$ cat config.mk
export PLATFORM = sky130hd
export DESIGN_NAME = rca_seq_seg
export DESIGN_NICKNAME = d
export VERILOG_FILES = /design/src/rtl/rca_seq_seg.sv
export SDC_FILE = /design/constraint.sdc
export NUM_CORES = 1
export LEC_CHECK = 0
export CORE_ASPECT_RATIO = 0.9
export CORE_MARGIN = 5
export CORE_UTILIZATION = 40
export DETAILED_ROUTE_END_ITERATION = 10
export PLACE_DENSITY = 0.67
export SLEW_MARGIN = 10
export SYNTH_ARGS = -nofsm -noshare
export SYNTH_HDL_FRONTEND = slang
export SYNTH_SLANG_ARGS = --single-unit
$ cat constraint.sdc
create_clock -name clk -period 4 [get_ports clk]
set_clock_uncertainty 0.15 [all_clocks]
set_input_delay 0.6 -clock clk [delete_from_list [all_inputs] [get_ports clk]]
set_output_delay 0.6 -clock clk [all_outputs]
set_load 0.1 [all_outputs]
$ cat src/rtl/rca_seq_seg.sv
// Sequential ripple-carry adder/subtractor: one SEG_W-bit segment per clock, LSB segment first.
// Latency: out_valid rises NSEG edges after the accept edge; minimum issue interval NSEG+2 cycles.
// Backpressure: result held in DONE until out_ready; in_ready only high in IDLE, in_valid ignored otherwise.
// Optional macro RCA_SEQ_OVF_EN adds the registered two's-complement overflow output ovf.
module rca_seq_seg #(
    parameter int WIDTH = 80,
    parameter int SEG_W = 16
) (
    input  logic             clk,
    input  logic             rst_n,
    input  logic             in_valid,
    output logic             in_ready,
    input  logic [WIDTH-1:0] a,
    input  logic [WIDTH-1:0] b,
    input  logic             cin,
    input  logic             sub,
    output logic             out_valid,
    input  logic             out_ready,
    output logic [WIDTH-1:0] sum,
`ifdef RCA_SEQ_OVF_EN
    output logic             ovf,
`endif
    output logic             cout
);

    localparam int NSEG  = WIDTH / SEG_W;
    localparam int IDX_W = (NSEG > 1) ? $clog2(NSEG) : 1;

    // Reject splits that do not tile the operand exactly.
    if (SEG_W < 1 || (WIDTH % SEG_W) != 0 || NSEG < 1) begin : g_bad_split
        $error("rca_seq_seg: WIDTH must be a positive integer multiple of SEG_W");
    end

    typedef enum logic [1:0] {
        IDLE,
        RUN,
        DONE
    } state_t;

    state_t             state;
    state_t             state_nxt;
    logic [WIDTH-1:0]   a_q;
    logic [WIDTH-1:0]   b_q;       // already inverted for subtract
    logic               carry;
    logic [IDX_W-1:0]   idx;
    logic               last_seg;
    logic [SEG_W-1:0]   a_seg;
    logic [SEG_W-1:0]   b_seg;
    logic [SEG_W:0]     seg_res;   // {carry out, segment sum}

    assign last_seg = (idx == IDX_W'(NSEG - 1));

    // State register.
    always_ff @(posedge clk or negedge rst_n) begin
        if (!rst_n) begin
            state <= IDLE;
        end else begin
            state <= state_nxt;
        end
    end

    // Next-state and handshake decode.
    always_comb begin
        state_nxt = state;
        in_ready  = 1'b0;
        out_valid = 1'b0;
        case (state)
            IDLE: begin
                in_ready = 1'b1;
                if (in_valid) begin
                    state_nxt = RUN;
                end
            end
            RUN: begin
                if (last_seg) begin
                    state_nxt = DONE;
                end
            end
            DONE: begin
                out_valid = 1'b1;
                if (out_ready) begin
                    state_nxt = IDLE;
                end
            end
            default: state_nxt = IDLE;
        endcase
    end

    // Select the current segment of each operand and add it with the running carry.
    always_comb begin
        a_seg = '0;
        b_seg = '0;
        for (int k = 0; k < NSEG; k++) begin
            if (idx == IDX_W'(k)) begin
                a_seg = a_q[k*SEG_W +: SEG_W];
                b_seg = b_q[k*SEG_W +: SEG_W];
            end
        end
        seg_res = {1'b0, a_seg} + {1'b0, b_seg} + {{SEG_W{1'b0}}, carry};
    end

    // Operand capture on accept, then one segment per RUN cycle; final carry latched on the last one.
    always_ff @(posedge clk or negedge rst_n) begin
        if (!rst_n) begin
            a_q   <= '0;
            b_q   <= '0;
            carry <= 1'b0;
            idx   <= '0;
            sum   <= '0;
            cout  <= 1'b0;
`ifdef RCA_SEQ_OVF_EN
            ovf   <= 1'b0;
`endif
        end else begin
            case (state)
                IDLE: begin
                    if (in_valid) begin
                        a_q   <= a;
                        b_q   <= sub ? ~b : b;
                        carry <= sub ? 1'b1 : cin;
                        idx   <= '0;
                    end
                end
                RUN: begin
                    for (int k = 0; k < NSEG; k++) begin
                        if (idx == IDX_W'(k)) begin
                            sum[k*SEG_W +: SEG_W] <= seg_res[SEG_W-1:0];
                        end
                    end
                    carry <= seg_res[SEG_W];
                    idx   <= idx + 1'b1;
                    if (last_seg) begin
                        cout <= seg_res[SEG_W];
`ifdef RCA_SEQ_OVF_EN
                        // Carry into the MSB recovered from the MSB sum bit, compared with carry out.
                        ovf  <= (a_seg[SEG_W-1] ^ b_seg[SEG_W-1] ^ seg_res[SEG_W-1]) ^ seg_res[SEG_W];
`endif
                    end
                end
                default: ;
            endcase
        end
    end

endmodule
==> key figures <==
Global route
  – First-pass GRT wire length: 58.29 mm
  – Largest net degree at the start of global routing: 86
  – Gr usage total: 21.22%
  – Vias in the first global route: 10394
  – Grt total ovfl: 0
  – Initial antenna violation count: 0

Placement
  – Gp weighted congestion: 0.9125
  – DP Cell Count: 2010
  – Cell Area, Placed: 0.01535 sq mm
  – Buffers on Ports: 248
  – DP HPWL: 27.84 mm

Synthesis
  – Post-Synthesis Cells: 1401
  – Synth Flop Type: dfrtp_1
  – Yosys warns: 0
  – Top-count cell post-synth: nand2_1
  – Synthesized area: 0.01218 sq mm
  – Post-synth EDFFs: 0
  – Number of distinct library cells after synthesis: 48
  – Synth Area per Inst: 8.691 sq um
  – Largest cells by area after synthesis: dfrtp_1, nand2_1, a21oi_1
  – Syn_nets: 1589
  – Yosys top cell by area: dfrtp_1
  – Top cells by count, synth: nand2_1, dfrtp_1, nor2_1
  – Yosys reg bits: 247
  – Post-synthesis sequential area ratio: 50.76%
  – Post-synth ARST share: 100.0%
  – Top-area cell type share of the netlist area: 50.76%

Finish
  – Antenna diodes: 0
  – Design Area, Final: 0.01645 sq mm
  – Final net count: 1830
  – Area Overhead vs Synth: 35.13%
  – Fillers: 2754
  – Finished Layout Cells: 2065
  – Layout cells sized above 1: 8.183%

Floorplanning
  – Row cnt: 60
  – Die Area: 0.03404 sq mm
  – Die Ht: 175.5 um
  – Die Wd: 193.9 um
  – Core area: 0.02995 sq mm
  – IO Count: 249
  – Initial core utilization: 40.65%

Setup path
  – Crit path capture type: register
  – R2R Path Start: idx[0]
  – Crit path launch: idx[0]
  – CP Launch Type: register
  – CP arrival: 4.13 ns
  – Crit Path Class: register to register
  – Worst path required time: 4.27 ns
  – Crit Path Max Fanout: 15

Hold path
  – Hold_sp: a_q[39]
  – HP Class: register to register

Timing
  – Worst Max-Slew Pin Slew: 1.033 ns
  – Fin. max-slew vios: 0
  – Final Hold Violating Endpoints: 0
  – Slew HR: 30.91%
  – Final period util: 96.51%
  – Fmax: 259.0 MHz
  – Post-layout min period: 3.861 ns
  – RSZ-0062 raised after global routing: true
  – Final Setup Violations: 0

Route
  – Drt pass-1 iters: 6
  – DRC violations left: 0
  – Final wirelength: 37.67 mm
  – DR vias/cell: 5.230
  – Via total after detailed routing: 10800
  – Initial DRC Count: 893
  – Remaining antenna violation count: 0
  – Drt wl/cell: 18.24 um

Clock tree
  – Reg clk slew, reported paths: 0.06 ns
  – Num Clock Sinks: 247
  – CTS tree: done
  – Number of buffers created by CTS: 27
  – Clock Latency Late Sink: 0.53 ns
  – Deepest clock path buffer count: 3
  – CTS HTree Levels: 1
  – CTS root buf: clkbuf_16

Status
  – Status: completed

Flow run
  – Max Cap Viol: 0
-- cells by family (layout without fill, tap and decap cells) --
kind of cell	after synthesis	in the layout	share of synthesized area (%)
compound gates	351	351	17.48
xor+xnor	86	86	6.186
fa+ha+maj	22	22	2.384
buf+inv	107	368	3.442
flops	247	247	50.76
simple gates	588	588	19.75
-- worst paths after layout --
check | endpoint | depth (start not counted) | slack (ns)
max | sum[15] | 15 | 0.14
min | a_q[39] | 2 | 0.32
max reg2reg | sum[15] | 15 | 0.14
min reg2reg | a_q[39] | 2 | 0.32
max in group asynchronous | sum[61] | 3 | 2.32
min in group asynchronous | a_q[5] | 2 | 0.50
-- critical path: stages (launching register included) --
cell and delay (ns):
dfrtp_1 0.42, inv_1 0.10, ha_1 0.19, nor3b_4 0.31
buf_4 0.19, clkbuf_16 0.17, a22oi_1 0.09, a211oi_1 0.32
a21oi_1 0.08, a21oi_1 0.26, ha_1 0.26, nand4_1 0.25
nor2_1 0.19, o2111ai_1 0.18, and3b_1 0.30, o31ai_1 0.28
-- registers in the layout, summed over array words and instances (netlist names) --
name / flops
a_q: 80
carry: 1
b_q: 80
idx: 3
state: 2
cout: 1
sum: 80
-- cell type report --
type                       instances  area, sq um  area share, %
inverter                           8        30.03         0.1825
tap                              403        504.2          3.064
clock inverter                    13        222.7          1.354
sequential                       247         6181          37.56
timing repair buffer             311         3103          18.86
clock buffer                      36        759.5          4.616
multi-input combinational       1047         5654          34.36
-- per-layer routing --
| metal | up-vias | share of wire [%] | GRT usage (%) |
|---|---|---|---|
| met5 | - | 0 | 0 |
| met4 | 0 | 2.0 | 4.511 |
| met2 | 377 | 46 | 34.50 |
| li1 | 5237 | - | - |
| met3 | 50 | 7.3 | 3.989 |
| met1 | 5136 | 45 | 29.98 |
-- cells in the final DEF, fill, tap and decap left out, types with 4 or more instances in the layout --
cell | Yosys | layout
nand2_1 | 331 | 329
dfrtp_1 | 247 | 247
clkdlybuf4s50_1 | 0 | 246
nor2_1 | 168 | 168
a21oi_1 | 157 | 155
xnor2_1 | 83 | 81
buf_4 | 0 | 52
o21ai_0 | 51 | 51
a22oi_1 | 46 | 46
a211oi_1 | 33 | 32
clkbuf_16 | 0 | 28
nand4_1 | 26 | 26
nand3_1 | 26 | 26
nand2b_1 | 18 | 17
o21ai_1 | 17 | 17
ha_1 | 20 | 17
o31ai_1 | 12 | 10
buf_12 | 0 | 10
inv_1 | 8 | 8
nor3_1 | 6 | 6
bufinv_16 | 0 | 6
clkinv_2 | 0 | 5
clkbuf_8 | 0 | 5
a21o_1 | 4 | 4
o211ai_1 | 4 | 4
o21a_1 | 4 | 4
o31a_1 | 4 | 4
clkbuf_1 | 79 | 4
-- through the flow --
stage | hold slack (ns) | util [%] | setup WS (ns) | setup TNS (ns)
3_5_place_dp | 0.3127 | 51.26 | 0.09771 | 0
6_report | 0.3247 | 54.93 | 0.1395 | 0
2_1_floorplan | 0.1544 | - | 0.1437 | 0
3_3_place_gp | 0.3081 | 51.26 | 0.2137 | 0
5_1_grt | 0.3455 | 54.93 | -0.03832 | -0.2255
4_1_cts | 0.3285 | 54.57 | 0.06895 | 0
-- what timing repair did --
| item | 4_1_cts | 5_1_grt |
|---|---|---|
| resized for setup | 0 | 13 |
| endpoints found under the hold margin | 72 | 0 |
| endpoints found under the setup margin | 0 | 37 |
| setup buffers | 0 | 4 |
| hold buffers | 1 | 0 |
Power is left out: the tool's default activity adds up to more than one toggle a clock period on the data nets, which glitch-free logic cannot reach.
